--- src/rtl/irq_mmio_ctrl_if.sv ---
// ============================================================================
// irq_mmio_ctrl_if : CPU-side bus and interrupt handshake of irq_mmio_ctrl
// Rev 1.0
// ============================================================================
`default_nettype none

interface irq_mmio_ctrl_if #(
   parameter int NUM_IRQ = 4,
   parameter int DATA_W  = 16,
   parameter int ADDR_W  = 12
);
   localparam int ID_W = (NUM_IRQ > 1) ? $clog2(NUM_IRQ) : 1;

   logic [ADDR_W-1:0] address;
   logic [DATA_W-1:0] wr_data;
   logic              memwrt;
   logic              intack;
   logic [DATA_W-1:0] rd_data;
   logic              reg_hit;
   logic              int_req;
   logic [ID_W-1:0]   int_id;
   logic [ADDR_W-1:0] vec_addr;

   modport master (
      output address, wr_data, memwrt, intack,
      input  rd_data, reg_hit, int_req, int_id, vec_addr
   );

   modport slave (
      input  address, wr_data, memwrt, intack,
      output rd_data, reg_hit, int_req, int_id, vec_addr
   );
endinterface

`default_nettype wire

--- src/rtl/irq_mmio_ctrl.sv ---
// ============================================================================
// irq_mmio_ctrl : N-channel edge-latched interrupt controller, MMIO registers
// Rev 1.0
// ============================================================================
`default_nettype none

module irq_mmio_ctrl #(
   parameter int                     NUM_IRQ  = 4,
   parameter int                     DATA_W   = 16,
   parameter int                     ADDR_W   = 12,
   parameter logic [ADDR_W-1:0]      VEC_BASE = 12'hBBB,
   parameter logic [ADDR_W-1:0]      REG_BASE = 12'h0F8,
   parameter logic [NUM_IRQ-1:0]     MASK_RST = '1
) (
   input  wire logic               clk,
   input  wire logic               reset,
   input  wire logic [NUM_IRQ-1:0] irq_src,
   irq_mmio_ctrl_if.slave          bus
);
   localparam int ID_W = (NUM_IRQ > 1) ? $clog2(NUM_IRQ) : 1;

   localparam logic [1:0] S_IDLE    = 2'd0;
   localparam logic [1:0] S_REQ     = 2'd1;
   localparam logic [1:0] S_SERVICE = 2'd2;

   localparam logic [1:0] OFF_STATUS = 2'd0;
   localparam logic [1:0] OFF_MASK   = 2'd1;
   localparam logic [1:0] OFF_SWTRIG = 2'd2;
   localparam logic [1:0] OFF_EOI    = 2'd3;

   logic [1:0]         state_q, state_d;
   logic [NUM_IRQ-1:0] pending_q, pending_d;
   logic [NUM_IRQ-1:0] mask_q, mask_d;
   logic [NUM_IRQ-1:0] prev_q;
   logic [ID_W-1:0]    int_id_q, int_id_d;

   logic [ADDR_W-1:0]  offset;
   logic               hit;
   logic               wr_mask, wr_swtrig, wr_eoi;
   logic [NUM_IRQ-1:0] evt;
   logic [NUM_IRQ-1:0] enabled;
   logic [ID_W-1:0]    winner;
   logic [NUM_IRQ-1:0] ack_clr;
   logic [NUM_IRQ-1:0] sw_set;
   logic               int_req, in_service, ack, id_load;

   // ---------------------------------------------------------------- decode
   assign offset    = bus.address - REG_BASE;
   assign hit       = (offset < ADDR_W'(4));
   assign wr_mask   = bus.memwrt && hit && (offset[1:0] == OFF_MASK);
   assign wr_swtrig = bus.memwrt && hit && (offset[1:0] == OFF_SWTRIG);
   assign wr_eoi    = bus.memwrt && hit && (offset[1:0] == OFF_EOI);

   assign evt     = irq_src & ~prev_q;
   assign enabled = pending_q & mask_q;

   always_comb begin
      winner = '0;
      for (int i = NUM_IRQ - 1; i >= 0; i--) begin
         if (enabled[i]) winner = ID_W'(i);
      end
   end

   // ------------------------------------------------------------------ FSM
   always_ff @(posedge clk) begin
      if (reset) state_q <= S_IDLE;
      else       state_q <= state_d;
   end

   always_comb begin
      state_d = state_q;
      case (state_q)
         S_IDLE:    if (|enabled)  state_d = S_REQ;
         S_REQ:     if (bus.intack) state_d = S_SERVICE;
         S_SERVICE: if (wr_eoi)     state_d = S_IDLE;
         default:                   state_d = S_IDLE;
      endcase
   end

   always_comb begin
      int_req    = (state_q == S_REQ);
      in_service = (state_q == S_SERVICE);
      ack        = int_req && bus.intack;
      id_load    = (state_q == S_IDLE) && (|enabled);
   end

   // ------------------------------------------------------------- datapath
   always_comb begin
      ack_clr = '0;
      if (ack) ack_clr[int_id_q] = 1'b1;
      sw_set = wr_swtrig ? bus.wr_data[NUM_IRQ-1:0] : '0;
      // Sets are applied after the acknowledge clear so a coincident event survives.
      pending_d = (pending_q & ~ack_clr) | evt | sw_set;
      mask_d    = wr_mask ? bus.wr_data[NUM_IRQ-1:0] : mask_q;
      int_id_d  = id_load ? winner : int_id_q;
   end

   always_ff @(posedge clk) begin
      if (reset) begin
         pending_q <= '0;
         mask_q    <= MASK_RST;
         prev_q    <= '0;
         int_id_q  <= '0;
      end else begin
         pending_q <= pending_d;
         mask_q    <= mask_d;
         prev_q    <= irq_src;
         int_id_q  <= int_id_d;
      end
   end

   // ------------------------------------------------------------ read mux
   always_comb begin
      bus.rd_data = '0;
      if (hit) begin
         case (offset[1:0])
            OFF_STATUS: bus.rd_data = DATA_W'(pending_q);
            OFF_MASK:   bus.rd_data = DATA_W'(mask_q);
            OFF_SWTRIG: bus.rd_data = '0;
            OFF_EOI: begin
               bus.rd_data[ID_W-1:0]   = int_id_q;
               bus.rd_data[DATA_W-1]   = in_service;
            end
            default:    bus.rd_data = '0;
         endcase
      end
   end

   assign bus.reg_hit  = hit;
   assign bus.int_req  = int_req;
   assign bus.int_id   = int_id_q;
   assign bus.vec_addr = VEC_BASE + ADDR_W'(int_id_q);

endmodule

`default_nettype wire

--- src/flat_wrapper.sv ---
// flat-port wrapper written by rule: the top's interface ports become plain ports
module irq_mmio_ctrl_flat 
#(
   parameter int                     NUM_IRQ  = 4,
   parameter int                     DATA_W   = 16,
   parameter int                     ADDR_W   = 12,
   parameter logic [ADDR_W-1:0]      VEC_BASE = 12'hBBB,
   parameter logic [ADDR_W-1:0]      REG_BASE = 12'h0F8,
   parameter logic [NUM_IRQ-1:0]     MASK_RST = '1
)
  (clk, reset, irq_src, bus_address, bus_wr_data, bus_memwrt, bus_intack, bus_rd_data, bus_reg_hit, bus_int_req, bus_int_id, bus_vec_addr);
  irq_mmio_ctrl_if #(.NUM_IRQ(NUM_IRQ), .DATA_W(DATA_W), .ADDR_W(ADDR_W)) bus_i ();
  input  wire logic clk;
  input  wire logic reset;
  input  wire logic [NUM_IRQ-1:0] irq_src;
  input wire logic [$bits(bus_i.address)-1:0] bus_address;
  input wire logic [$bits(bus_i.wr_data)-1:0] bus_wr_data;
  input wire logic [$bits(bus_i.memwrt)-1:0] bus_memwrt;
  input wire logic [$bits(bus_i.intack)-1:0] bus_intack;
  output wire logic [$bits(bus_i.rd_data)-1:0] bus_rd_data;
  output wire logic [$bits(bus_i.reg_hit)-1:0] bus_reg_hit;
  output wire logic [$bits(bus_i.int_req)-1:0] bus_int_req;
  output wire logic [$bits(bus_i.int_id)-1:0] bus_int_id;
  output wire logic [$bits(bus_i.vec_addr)-1:0] bus_vec_addr;
  assign bus_i.address = bus_address;
  assign bus_i.wr_data = bus_wr_data;
  assign bus_i.memwrt = bus_memwrt;
  assign bus_i.intack = bus_intack;
  assign bus_rd_data = bus_i.rd_data;
  assign bus_reg_hit = bus_i.reg_hit;
  assign bus_int_req = bus_i.int_req;
  assign bus_int_id = bus_i.int_id;
  assign bus_vec_addr = bus_i.vec_addr;
  irq_mmio_ctrl #(.NUM_IRQ(NUM_IRQ), .DATA_W(DATA_W), .ADDR_W(ADDR_W), .VEC_BASE(VEC_BASE), .REG_BASE(REG_BASE), .MASK_RST(MASK_RST)) u_core (.clk(clk), .reset(reset), .irq_src(irq_src), .bus(bus_i));
endmodule
--- config.mk ---
export PLATFORM = sky130hd
export DESIGN_NAME = irq_mmio_ctrl_flat
export DESIGN_NICKNAME = d
export VERILOG_FILES = /design/src/rtl/irq_mmio_ctrl_if.sv /design/src/rtl/irq_mmio_ctrl.sv /design/src/flat_wrapper.sv
export SDC_FILE = /design/constraint.sdc
export NUM_CORES = 1
export LEC_CHECK = 0
export BUFFER_PORTS_ARGS = -buffer_cell sky130_fd_sc_hd__buf_2
export CAP_MARGIN = 10
export CORE_UTILIZATION = 40
export CTS_CLUSTER_DIAMETER = 200
export DETAILED_ROUTE_END_ITERATION = 8
export GPL_ROUTABILITY_DRIVEN = 0
export HOLD_SLACK_MARGIN = 0.02
export PLACE_DENSITY = 0.8
export SYNTH_ARGS = -nofsm -noshare
export SYNTH_HDL_FRONTEND = slang
export SYNTH_SLANG_ARGS = --single-unit
--- constraint.sdc ---
create_clock -name clk -period 4.25 [get_ports clk]
set_input_delay 0.85 -clock clk [delete_from_list [all_inputs] [get_ports clk]]
set_output_delay 0.85 -clock clk [all_outputs]
set_load 0.05 [all_outputs]
==> results.json <==
{
  "async_flop_share_pct": 0,
  "synth_compound_area_share_pct": 15.9,
  "drt_first_pass_iters": 4,
  "wl_per_cell_um": 10.9,
  "yosys.area.top_type_share_pct": 28.4,
  "h-tree-depth": 1,
  "synthTopCellsByArea": "dfxtp_1, buf_4, ha_1",
  "clockBufferDepth": 2,
  "finalSetupViolations": 0,
  "run_status": "finished, final reports clean",
  "cp-end-kind": "primary output",
  "dpl_cell_area_mm2": 0.00124,
  "grt_remaining_overflow": 0,
  "grt_pass1_vias": 793,
  "core_area_mm2": 0.00257,
  "clock.fmax_mhz": 329,
  "cts.repair.resized": 0,
  "dieHeight_um": 55.1,
  "synth-simple-area-share_pct": 22.8,
  "vias_per_cell": 4.84,
  "holdWs_ns": 0.540,
  "start_kind": "primary input",
  "synth.distinct_cells": 32,
  "tightest_slew_ns": 0.807,
  "drt_iter0_markers": 9,
  "antenna_left": 0,
  "fin_area_mm2": 0.00127,
  "fin_crit_sh_pct": 71.5,
  "worstSkewPairLatency_ns": 0.30,
  "final.min_clock_period_ns": 3.04,
  "die-width_um": 55.1,
  "fin_tns_setup_ns": 0,
  "synth_area_mm2": 0.00113,
  "vdd_drop_max_v": 0.000261,
  "ys_ff_latch": 16,
  "seq_area_frac_synth_pct": 28.4,
  "drv_cap": 0,
  "syn_inst": 138,
  "dr_wl_met2_um": 948,
  "cts_sinks": 16,
  "tritoncts": "yes",
  "num_rows": 18,
  "synth_ff_type": "dfxtp_1",
  "ios": 68,
  "p_leak_nw": 0.646,
  "pwr_density_cell_mw_per_mm2": 329,
  "post-cts-setup-buffers": 0,
  "fill_cells": 269,
  "cp.required_ns": 3.40,
  "slew_headroom_pct": 45.5,
  "diodes": 0,
  "slew_violations": 0,
  "syn_avg_cell_area_um2": 8.16,
  "track_usage_pct": 16.1,
  "route.top_layer_used": "met4",
  "rsz0062_at_grt": "false",
  "grt_max_degree": 22,
  "synthAdderAreaFrac_pct": 6.67,
  "grt_antenna_before_repair": 0,
  "num-nets-final": 214,
  "synth_most_common_cell": "buf_4",
  "fin_worst_skew_ns": 0.00501,
  "grt_pass1_wl_um": 3390,
  "clockRootBuffer": "clkbuf_4",
  "synth_xor_xnor_area_share_pct": 0,
  "clkTransAtPathRegs_ns": 0.09,
  "wl_met3_um": 160,
  "start_util_pct": 43.9,
  "synth_top_family_by_area": "simple AND/OR/NAND/NOR gates",
  "syn_to_final_growth_pct": 13.2,
  "drive_gt1_share_pct": 29.2,
  "drt-met1-wl_um": 1060,
  "ys_warn_count": 0,
  "synth_top_area_cell": "dfxtp_1",
  "worstPathMaxFanout": 7,
  "muxShareOfSynthArea_pct": 7.33,
  "die-area_mm2": 0.00303,
  "worst-setup-path-type": "in2out",
  "hold_path.class": "reg2reg",
  "synthTopCellsByCount": "buf_4, dfxtp_1, nor2_1",
  "drc_errors": 0,
  "crit_arrival_ns": 2.19,
  "drt_wl_total_um": 2190,
  "portBuffers": 35,
  "hpwlAfterDp_um": 1730,
  "cts_hold_buffers": 0,
  "cts-buffers-inserted": 3,
  "hold_viol": 0,
  "vias": 972,
  "synth_edf_count": 0
}
-- cell type report --
| cell class | count | area, um2 | area share [%] |
|---|---|---|---|
| Timing Repair Buffer | 35 | 175 | 13.7 |
| Sequential cell | 16 | 320 | 25.1 |
| Inverter | 10 | 37.5 | 2.94 |
| Clock buffer | 4 | 36.3 | 2.85 |
| Multi-Input combinational cell | 106 | 668 | 52.4 |
| Tap cell | 30 | 37.5 | 2.94 |
-- flip-flops by register name, summed over array words and instances, names as in the netlist --
| register | count |
|---|---|
| u_core.state_q | 2 |
| u_core.bus.int_id | 2 |
| u_core.prev_q | 4 |
| u_core.mask_q | 4 |
| u_core.pending_q | 4 |
-- path summary, 6_finish.rpt --
check | end | start | slack (ns) | cells past startpoint
max | bus_rd_data[3] | bus_address[3] | 1.21 | 7
min | u_core.mask_q[1] | u_core.mask_q[1] | 0.54 | 2
max reg2reg | u_core.bus.int_id[0] | u_core.pending_q[0] | 2.89 | 4
min reg2reg | u_core.mask_q[1] | u_core.mask_q[1] | 0.54 | 2
-- routing by layer --
layer	global-route usage [%]	up-vias
met5	0	-
met4	6.25	0
met3	4.92	3
met2	26.1	46
met1	19.9	427
li1	-	496
-- cell usage in the layout (no fill, tap or decap), types with 2 or more instances in the layout --
cell       n
buf_2     35
conb_1    20
dfxtp_1   16
nor2_1    14
inv_1      9
nand2_1    8
nor2b_1    7
a21oi_1    7
mux2i_1    6
nand2b_1   6
ha_1       6
nor3_1     5
o21ai_0    4
a31o_2     4
a22oi_1    3
clkbuf_4   3
o21ai_1    2
mux2_2     2
-- power breakdown --
part / switching (mW) / internal [mW]
registers: 0.0107 / 0.160
clock network: 0.0514 / 0.0523
logic: 0.107 / 0.0392
-- critical path: stages --
cell	delay [ns]
buf_2	0.10
ha_1	0.27
nor2_1	0.11
o2111a_2	0.24
nand3_4	0.12
nor3_1	0.20
buf_2	0.29
-- cell families after synthesis --
| logic type | Yosys count |
|---|---|
| buf+inv | 34 |
| other cells | 2 |
| fa+ha+maj | 6 |
| flops | 16 |
| simple gates | 46 |
| mux | 8 |
| compound gates | 26 |
-- through the flow --
stage	utilization (%)	setup slack, ns	power (mW)	cells
after CTS	49.7	1.17	0.422	201
after global routing	49.7	1.09	0.442	201
after global placement	48.2	1.20	0.318	197
final	49.7	1.21	0.420	201
after floorplan	-	0.734	0.303	156
after detailed placement	48.2	1.18	0.319	197
Note: power is estimated with default switching activity, not from simulation.
